**src/rtl/jtkiwi_snd_pkg.sv**
```systemverilog
// Shared constants and helpers for the Kiwi sound-CPU bus decoder.
// Region nibbles are A[15:12] of the Z80 memory map.
package jtkiwi_snd_pkg;

  localparam logic [3:0] ROM_TOP = 4'hA;
  localparam logic [3:0] BANK_RG = 4'hA;
  localparam logic [3:0] FM_RG   = 4'hB;
  localparam logic [3:0] CAB_RG  = 4'hC;
  localparam logic [3:0] RAM_RG0 = 4'hD;
  localparam logic [3:0] RAM_RG1 = 4'hE;

  localparam int unsigned WAIT_W = 4;

  typedef enum logic [2:0] {
    RgNone,
    RgRom,
    RgBank,
    RgFm,
    RgCab,
    RgRam
  } region_e;

  function automatic region_e decode_region(input logic [3:0] nib);
    region_e rg;
    if (nib < ROM_TOP) begin
      rg = RgRom;
    end else begin
      case (nib)
        BANK_RG:          rg = RgBank;
        FM_RG:            rg = RgFm;
        CAB_RG:           rg = RgCab;
        RAM_RG0, RAM_RG1: rg = RgRam;
        default:          rg = RgNone;
      endcase
    end
    return rg;
  endfunction

  // Banked window: {1, bank, A[12:0]}; lower 32kB maps straight through.
  // Result is wide enough for bank widths up to 8; callers truncate.
  function automatic logic [22:0] banked_addr(input logic [15:0] a, input logic [7:0] bank,
                                              input int unsigned bankw);
    logic [22:0] r;
    if (a[15]) begin
      r = (23'd1 << (13 + bankw)) | ({15'd0, bank} << 13) | {10'd0, a[12:0]};
    end else begin
      r = {8'd0, a[14:0]};
    end
    return r;
  endfunction

endpackage

```
**src/rtl/jtkiwi_sndbus_wait.sv**
```systemverilog
// Wait generator for a slow device plus a shared-memory contention input.
// A new access (rising edge of dev_cs at cen) holds dev_busy for WAIT cen cycles.
module jtkiwi_sndbus_wait
  import jtkiwi_snd_pkg::*;
#(
  parameter int unsigned WAIT = 1
) (
  input  logic clk,
  input  logic rst,
  input  logic cen,
  input  logic dev_cs,
  input  logic shr_cs,
  input  logic shr_busy,
  output logic dev_busy
);

  logic [WAIT_W-1:0] cnt;
  logic              cs_l;

  always_ff @(posedge clk) begin
    if (rst) begin
      cnt  <= '0;
      cs_l <= 1'b0;
    end else if (cen) begin
      cs_l <= dev_cs;
      if (dev_cs && !cs_l) begin
        cnt <= WAIT_W'(WAIT);
      end else if (cnt != '0) begin
        cnt <= cnt - 1'b1;
      end
    end
  end

  // Gated by rst so an abandoned bus cycle releases the CPU immediately.
  assign dev_busy = ~rst & ((shr_cs & shr_busy) | (cnt != '0));

endmodule

```
**src/rtl/jtkiwi_sndbus.sv**
```systemverilog
// Sound-CPU bus controller: memory-map decode, ROM banking, device wait and VBLANK IRQ.
// Optional frame watchdog enabled with `define JTKIWI_WDOG_EN.
module jtkiwi_sndbus
  import jtkiwi_snd_pkg::*;
#(
  parameter int unsigned BANKW       = 2,
  parameter int unsigned FM_WAIT     = 1,
  parameter int unsigned WDOG_FRAMES = 8
) (
  input  logic              clk,
  input  logic              rst,
  input  logic              cen,
  input  logic              snd_rstn,
  input  logic              LVBL,
  input  logic [15:0]       A,
  input  logic [7:0]        dout,
  input  logic              mreq_n,
  input  logic              rfsh_n,
  input  logic              iorq_n,
  input  logic              wr_n,
  input  logic              mshramen,
  input  logic [7:0]        rom_data,
  input  logic [7:0]        ram_dout,
  input  logic [7:0]        fm_dout,
  input  logic [7:0]        cab_dout,
  output logic [14+BANKW:0] rom_addr,
  output logic              rom_cs,
  output logic              bank_cs,
  output logic              fm_cs,
  output logic              cab_cs,
  output logic              ram_cs,
  output logic [7:0]        din,
  output logic              dev_busy,
  output logic              int_n,
  output logic [BANKW-1:0]  bank,
  output logic              mcu_rst,
  output logic              comb_rstn
);

  logic    rst_all;
  logic    mem_acc;
  region_e rg;
  logic    lvbl_l;
  logic    lvbl_fall;
  logic    wdog_rst;
  logic    wdog_hold;
  logic [7:0]  bank_ext;
  logic [22:0] addr_full;

  assign rst_all   = rst | ~comb_rstn;
  assign mem_acc   = ~mreq_n & rfsh_n;
  assign rg        = decode_region(A[15:12]);
  assign lvbl_fall = lvbl_l & ~LVBL;

  always_comb begin
    bank_ext              = '0;
    bank_ext[BANKW-1:0]   = bank;
    addr_full             = banked_addr(A, bank_ext, BANKW);
    rom_addr              = addr_full[14+BANKW:0];
  end

  if (BANKW < 7) begin : g_unused_dout
    logic unused_dout;
    assign unused_dout = ^dout[7:BANKW+1];
  end

  logic unused_addr;
  assign unused_addr = ^addr_full;

  always_ff @(posedge clk) begin
    comb_rstn <= snd_rstn & ~rst & ~wdog_hold;
  end

  always_ff @(posedge clk) begin
    if (rst_all) begin
      rom_cs  <= 1'b0;
      bank_cs <= 1'b0;
      fm_cs   <= 1'b0;
      cab_cs  <= 1'b0;
      ram_cs  <= 1'b0;
    end else begin
      rom_cs  <= mem_acc && (rg == RgRom);
      bank_cs <= mem_acc && (rg == RgBank);
      fm_cs   <= mem_acc && (rg == RgFm);
      cab_cs  <= mem_acc && (rg == RgCab);
      ram_cs  <= mem_acc && (rg == RgRam);
    end
  end

  always_ff @(posedge clk) begin
    if (rst_all) begin
      din <= 8'h00;
    end else if (rom_cs) begin
      din <= rom_data;
    end else if (ram_cs) begin
      din <= ram_dout;
    end else if (fm_cs) begin
      din <= fm_dout;
    end else if (cab_cs) begin
      din <= cab_dout;
    end else begin
      din <= 8'h00;
    end
  end

  // Only qualified writes touch the bank; reads of the bank region are harmless.
  always_ff @(posedge clk) begin
    if (rst_all) begin
      bank    <= '0;
      mcu_rst <= 1'b0;
    end else if (bank_cs && !wr_n && cen) begin
      {mcu_rst, bank} <= dout[BANKW:0];
    end
  end

  // Edge detector runs through reset so a frame edge at release is not invented.
  always_ff @(posedge clk) begin
    lvbl_l <= LVBL;
  end

  // Set has priority over acknowledge so a frame interrupt is never dropped.
  always_ff @(posedge clk) begin
    if (rst_all) begin
      int_n <= 1'b1;
    end else if (lvbl_fall) begin
      int_n <= 1'b0;
    end else if (!iorq_n) begin
      int_n <= 1'b1;
    end
  end

  jtkiwi_sndbus_wait #(
    .WAIT (FM_WAIT)
  ) u_wait (
    .clk      (clk),
    .rst      (rst_all),
    .cen      (cen),
    .dev_cs   (fm_cs),
    .shr_cs   (ram_cs),
    .shr_busy (mshramen),
    .dev_busy (dev_busy)
  );

`ifdef JTKIWI_WDOG_EN
  localparam int unsigned FCW = $clog2(WDOG_FRAMES + 1);

  logic [FCW-1:0] fcnt;
  logic [4:0]     pcnt;
  logic           wdog_tail;

  // Counts frames since the last bank access; only the external reset clears it.
  always_ff @(posedge clk) begin
    if (rst) begin
      fcnt      <= '0;
      pcnt      <= '0;
      wdog_tail <= 1'b0;
    end else begin
      wdog_tail <= wdog_rst;
      if (pcnt != '0) begin
        pcnt <= pcnt - 1'b1;
        if (pcnt == 5'd1) fcnt <= '0;
      end else if (fcnt == FCW'(WDOG_FRAMES)) begin
        pcnt <= 5'd16;
      end else if (bank_cs) begin
        fcnt <= '0;
      end else if (lvbl_fall) begin
        fcnt <= fcnt + 1'b1;
      end
    end
  end

  assign wdog_rst  = pcnt != '0;
  assign wdog_hold = wdog_rst | wdog_tail;
`else
  assign wdog_rst  = 1'b0;
  assign wdog_hold = wdog_rst;
`endif

endmodule

```
**config.mk**
```make
export PLATFORM = sky130hd
export DESIGN_NAME = jtkiwi_sndbus
export DESIGN_NICKNAME = d
export VERILOG_FILES = /design/src/rtl/jtkiwi_snd_pkg.sv /design/src/rtl/jtkiwi_sndbus_wait.sv /design/src/rtl/jtkiwi_sndbus.sv
export SDC_FILE = /design/constraint.sdc
export NUM_CORES = 1
export LEC_CHECK = 0
export CORE_ASPECT_RATIO = 0.8
export CORE_MARGIN = 5
export CORE_UTILIZATION = 35
export DETAILED_ROUTE_END_ITERATION = 16
export PLACE_DENSITY = 0.86
export RECOVER_POWER = 50
export SKIP_LAST_GASP = 1
export SLEW_MARGIN = 10
export SYNTH_ARGS = -nofsm -noshare
export SYNTH_HDL_FRONTEND = slang
export SYNTH_SLANG_ARGS = --single-unit
```
**constraint.sdc**
```tcl
create_clock -name clk -period 3.6 [get_ports clk]
set_clock_uncertainty 0.2 [all_clocks]
set_input_delay 0.36 -clock clk [delete_from_list [all_inputs] [get_ports clk]]
set_output_delay 0.36 -clock clk [all_outputs]
set_load 0.05 [all_outputs]
```
=== After elaboration in Yosys (flattened, before gate mapping) ===
Index checks and enable logic that the tools add are counted.

* Input bits: 66
* Logic and storage cells: 64
* Register bits: 24
* Output and inout port bits: 36

* Mux-type cells: 11
* Order comparisons: 1
* Equal/unequal tests: 11
* Add/sub/neg operators: 1
* Reductions and logical operators: 14
* Bitwise logic cells: 13

{| class="wikitable"
|+ Operators by type and width
! cell !! number
|-
| $mux 8 || 4
|-
| $eq 4x4->1 const B || 5
|-
| $mux 16 || 1
|-
| $or 16x13->16 || 1
|-
| $pmux 3 s4 || 1
|-
| $logic_and 1x1->1 || 8
|-
| $mux 4 || 2
|-
| $eq 3x2->1 const B || 2
|-
| $eq 3x3->1 const B || 2
|-
| $and 1x1->1 || 5
|-
| $not 1->1 || 5
|-
| $lt 4x4->1 const B || 1
|-
| $reduce_bool 4->1 || 1
|-
| $sub 4x1->4 const B || 1
|-
| $eq 3x1->1 const B || 1
|-
| $mux 3 || 1
|-
| $logic_not 1->1 || 2
|-
| $mux 1 || 2
|-
| $ne 2x1->1 const B || 1
|-
| $or 1x1->1 || 2
|-
| $reduce_and 2->1 || 1
|-
| $reduce_bool 2->1 || 1
|-
| $reduce_or 2->1 || 1
|}

=== Logic depth before layout (Yosys ltp) ===
* Depth after elaboration: 6
* Gate-level depth with buffers: 6

=== Hierarchy ===
From an unflattened synthesis, not the netlist that was laid out.

* Cell total of the unflattened synthesis: 140
* Area, all modules: 1,335.0 µm²

{| class="wikitable"
|+ By module, submodules not included
! module !! area an instance (µm²) !! cells an instance !! instances
|-
| jtkiwi_sndbus || 1,014.7 || 103 || 1
|-
| jtkiwi_sndbus_wait || 320.3 || 37 || 1
|}

=== Worst setup path before layout ===
No wires, ideal clock.

* Path kind: register -> output
* From: register ram_cs
* To: output dev_busy
* Cell stages (with the launch flop): 5
* Data arrival time: 1.774 ns
* Path slack: 1.266 ns
* Cell sequence: dfxtp_1 buf_2 buf_2 a21oi_1 nor2_1

* Word-level cells in the longest chain between the ends: 3

{| class="wikitable"
|+ RTL lines
! what !! line !! text
|-
| start, declared || jtkiwi_sndbus.sv:31 || <nowiki>output logic ram_cs,</nowiki>
|-
| start signal, assigned || jtkiwi_sndbus.sv:86 || <nowiki>ram_cs <= mem_acc && (rg == RgRam);</nowiki>
|-
| $and 1x1->1 || jtkiwi_sndbus_wait.sv:35 || <nowiki>assign dev_busy = ~rst & ((shr_cs & shr_busy) | (cnt != '0));</nowiki>
|-
| $or 1x1->1 || jtkiwi_sndbus_wait.sv:35 ||
|-
| $and 1x1->1 || jtkiwi_sndbus_wait.sv:35 ||
|-
| end, declared || jtkiwi_sndbus.sv:33 || <nowiki>output logic dev_busy,</nowiki>
|}

Every way passes these cells.

=== Worst setup path after layout ===
* From: register u_wait.cnt[0]
* To: output dev_busy

* Word-level cells in the longest chain between the ends: 3

{| class="wikitable"
|+ RTL lines
! what !! line !! text
|-
| start, declared || jtkiwi_sndbus_wait.sv:17 || <nowiki>logic [WAIT_W-1:0] cnt;</nowiki>
|-
| start signal, assigned || jtkiwi_sndbus_wait.sv:27 || <nowiki>cnt <= WAIT_W'(WAIT);</nowiki>
|-
| start signal, assigned || jtkiwi_sndbus_wait.sv:29 || <nowiki>cnt <= cnt - 1'b1;</nowiki>
|-
| $reduce_bool 4->1 || jtkiwi_sndbus_wait.sv:35 ||
|-
| $or 1x1->1 || jtkiwi_sndbus_wait.sv:35 ||
|-
| $and 1x1->1 || jtkiwi_sndbus_wait.sv:35 ||
|}

Every way passes these cells.

==> results.py <==
metrics = {
    "clocking": {
        "cts_tree": "done",
        "cts.htree.levels": 1,
        "clock_pin_slew_of_the_registers_on_the_worst_case_setup_and_hold_paths_ps": 90,
        "numCtsBuffers": 3,
        "post_cts_resized": 0,
        "cts_setup_buffers": 0,
        "clk_latency_ps": 260,
        "clock_tree.root_cell": "sky130_fd_sc_hd__clkbuf_8",
        "cts_hold_buf": 0,
        "cts_buffer_depth": 2,
        "tritoncts_num_sinks": 24,
    },
    "setup_path": {
        "worst-endpoint-arrival_ps": 2150,
        "timing.critical_path.from": "u_wait.cnt[0]$_SDFFE_PN0P_",
        "start_kind": "flip-flop",
        "maximum_net_fanout_on_the_critical_path": 3,
        "crit_type": "reg2out",
        "origin_of_the_critical_flop_to_flop_path": "fm_cs$_SDFF_PN0_",
        "timing.critical_path.max_delay_family": "buffers and inverters",
        "crit_required_ps": 3040,
        "critPathBufInv": 2,
        "largest_stage_delay_worst_path_ps": 700,
        "crit_path_top_delay_cell": "sky130_fd_sc_hd__clkdlybuf4s50_1",
        "end_kind": "output port",
        "crit_chain": "inv_2 > ha_1 > or3b_4 > a21oi_1 > nor2_1 > clkdlybuf4s50_1",
    },
    "placed_design": {
        "globalplace.congestion": 0.732,
        "placement.io_buffers": 71,
        "dp_cells": 233,
        "dpl.hpwl_mm": 2.47,
    },
    "power": {
        "cellPowerDensity_nw_per_um2": 311,
        "p_leak_nw": 0.710,
        "total_power_uw": 593,
        "sw_pwr_uw": 121,
        "pwr-share-seq_pct": 45.2,
        "power.combinational.fraction_pct": 15.2,
        "pwr-share-clk_pct": 39.5,
        "peakVddDrop_uv": 290,
        "power.internal_uw": 472,
        "power.share.switching_pct": 20.5,
    },
    "yosys": {
        "synth_edf_count": 0,
        "synthesis.nets": 208,
        "synth_top_cell_area_share_pct": 39.2,
        "ys_async_sr_fraction_pct": 0,
        "dominantRegCellSynth": "sky130_fd_sc_hd__dfxtp_1",
        "synthCells": 141,
        "postSynthRegisterBits": 24,
        "synthDominantAreaCellType": "sky130_fd_sc_hd__dfxtp_1",
        "yosysSeqAreaShare_pct": 39.2,
        "post_synth_main_area_contributors": "sky130_fd_sc_hd__dfxtp_1 39%, sky130_fd_sc_hd__buf_4 9.2%, sky130_fd_sc_hd__a211o_1 5.0%",
        "netlist_top_cells_count": "24 x sky130_fd_sc_hd__dfxtp_1, 15 x sky130_fd_sc_hd__buf_4, 12 x sky130_fd_sc_hd__inv_1, 12 x sky130_fd_sc_hd__nor2_1, 10 x sky130_fd_sc_hd__a21oi_1",
        "ys.warnings.count": 0,
        "post_synth.cell_area_avg_sq_um": 8.70,
        "syn-cell-area_sq_um": 1230,
        "yosysUniqueCellTypes": 37,
        "yosys.cell_count.top_type": "sky130_fd_sc_hd__dfxtp_1",
    },
    "timing": {
        "relSlewSlack_pct": 40.6,
        "hold_viol_final": 0,
        "maxClockFrequency_mhz": 369,
        "setup_violations": 0,
        "period_needed_ps": 2710,
        "fin_tns_setup_ps": 0,
        "worst_pin_slew_ps": 891,
        "setup_repair_after_global_routing_missed_its_margin": "no",
        "timing_max_transition_violations_final": 0,
        "post-route-period-util_pct": 75.3,
    },
    "worst_hold_path": {
        "classification_of_the_worst_slack_hold_path": "reg2reg",
        "min_from": "u_wait.cs_l$_SDFFE_PN0P_",
    },
    "detailed_routing": {
        "drt-wirelength-per-cell_um": 13.7,
        "routed_via_density": 4.83,
        "number_of_detailed_routing_iterations_run_before_antenna_repair": 4,
        "remaining_drc_errors": 0,
        "vias": 1145,
        "number_of_design_rule_violations_left_by_the_first_detailed_router_iteration": 18,
        "final_wl_mm": 3.25,
        "antenna_violating_nets_post_route": 0,
    },
    "run": {
        "timing.max_cap.violations": 0,
    },
    "die": {
        "placementRows": 19,
        "boundaryPins": 102,
        "die_area_sq_um": 4790,
        "initial_utilization_pct": 36.1,
        "core_region_area_sq_um": 3400,
        "die_h_um": 62.9,
        "die-width_um": 76.2,
    },
    "layout": {
        "antennaDiodeCount": 0,
        "nets": 263,
        "layout-drive-gt1-share_pct": 5.64,
        "stdcell_count": 237,
        "area_overhead_of_the_layout_relative_to_synthesis_pct": 55.8,
    },
    "run_status": {
        "outcome": "complete, no violations",
    },
    "grt": {
        "pin_count_of_the_biggest_net_entering_global_routing": 19,
        "grt_antenna_before_repair": 0,
        "grt_pass1_wl_mm": 5.17,
        "grt_pass1_vias": 1090,
        "track_usage_pct": 13.1,
        "grt.overflow.total": 0,
    },
}
==> placed cells by master, fill, tap and decap left out, types with 2 or more instances in the layout <==
master and instances:
sky130_fd_sc_hd__a2bb2oi_1 2, sky130_fd_sc_hd__dlygate4sd3_1 2, sky130_fd_sc_hd__mux2i_1 4, sky130_fd_sc_hd__a21oi_1 10, sky130_fd_sc_hd__inv_1 12, sky130_fd_sc_hd__nor2b_1 3, sky130_fd_sc_hd__mux2_1 2, sky130_fd_sc_hd__o21ai_0 2
sky130_fd_sc_hd__nand2_1 8, sky130_fd_sc_hd__dfxtp_1 24, sky130_fd_sc_hd__a211o_1 7, sky130_fd_sc_hd__o21ai_1 2, sky130_fd_sc_hd__a221oi_1 7, sky130_fd_sc_hd__clkbuf_8 3, sky130_fd_sc_hd__nor3b_1 2, sky130_fd_sc_hd__clkdlybuf4s50_1 69
sky130_fd_sc_hd__nor2_1 12, sky130_fd_sc_hd__nand2b_1 3
==> kinds of logic (layout without fill, tap and decap cells) <==
group / count (synthesis) / in the layout / share of synthesized area, %
AND/OR/NAND/NOR: 37 / 37 / 16.6
buffers and inverters: 36 / 90 / 16.3
AO/OA/AOI/OAI: 35 / 35 / 20.7
flip-flops: 24 / 24 / 39.2
multiplexers: 6 / 6 / 5.10
adder cells (fa/ha/maj): 1 / 1 / 1.02
other: 1 / 1 / 0.306
XOR/XNOR: 1 / 1 / 0.714
==> stage by stage <==
stage / instance area, sq um / hold slack, ps / util, % / worst slack, ps
CTS: 1920 / 305 / 56.6 / 864
floorplan: 1230 / 188 / - / 1270
global route: 1910 / 324 / 56.2 / 752
finish: 1910 / 299 / 56.2 / 889
global placement: 1850 / 274 / 54.5 / 1070
detailed placement: 1850 / 276 / 54.5 / 1070
==> sequential cells by signal (all words and copies together) (netlist names) <==
register and count:
din 8, u_wait.cnt 4, bank 2, bank_cs 1, cab_cs 1, comb_rstn 1
fm_cs 1, int_n 1, lvbl_l 1, mcu_rst 1, ram_cs 1, rom_cs 1
u_wait.cs_l 1
==> power by group through the flow <==
stage | Clock, mW | Sequential, mW | Combinational [mW]
5_1_grt | 0.251 | 0.269 | 0.0964
3_5_place_dp | 0 | 0.275 | 0.0913
4_1_cts | 0.243 | 0.269 | 0.0919
2_1_floorplan | 0 | 0.278 | 0.0618
3_3_place_gp | 0 | 0.275 | 0.0906
6_report | 0.235 | 0.268 | 0.0902
==> worst reg2reg max path: stages, from the launching register on <==
cell,delay [ps]
sky130_fd_sc_hd__dfxtp_1,460
sky130_fd_sc_hd__nor2b_1,520
sky130_fd_sc_hd__a221oi_1,180
sky130_fd_sc_hd__a211o_1,300
sky130_fd_sc_hd__a21oi_1,130
==> per-layer routing <==
layer	part of all wire [%]	track usage, %
met1	44	15.9
met2	45	21.6
met3	11	6.05
met4	0.43	2.18
met5	0	0
==> worst paths after layout <==
| kind | to | slack [ps] | cells past startpoint |
|---|---|---|---|
| worst min register to register | u_wait.cs_l$_SDFFE_PN0P_ | 300 | 2 |
| worst max-delay path | dev_busy | 890 | 6 |
| worst max register to register | din[7]$_SDFF_PN0_ | 1740 | 4 |
| worst min-delay path | u_wait.cs_l$_SDFFE_PN0P_ | 300 | 2 |
==> layout make-up <==
type                       instances  area (sq um)
fill                             314          1490
timing repair buffer              73           722
multi-input combinational         81           536
sequential                        24           480
tap                               42          52.6
inverter                          13          48.8
clock buffer                       3          41.3
clock inverter                     1          30.0
(Power assumes the default switching activity.)
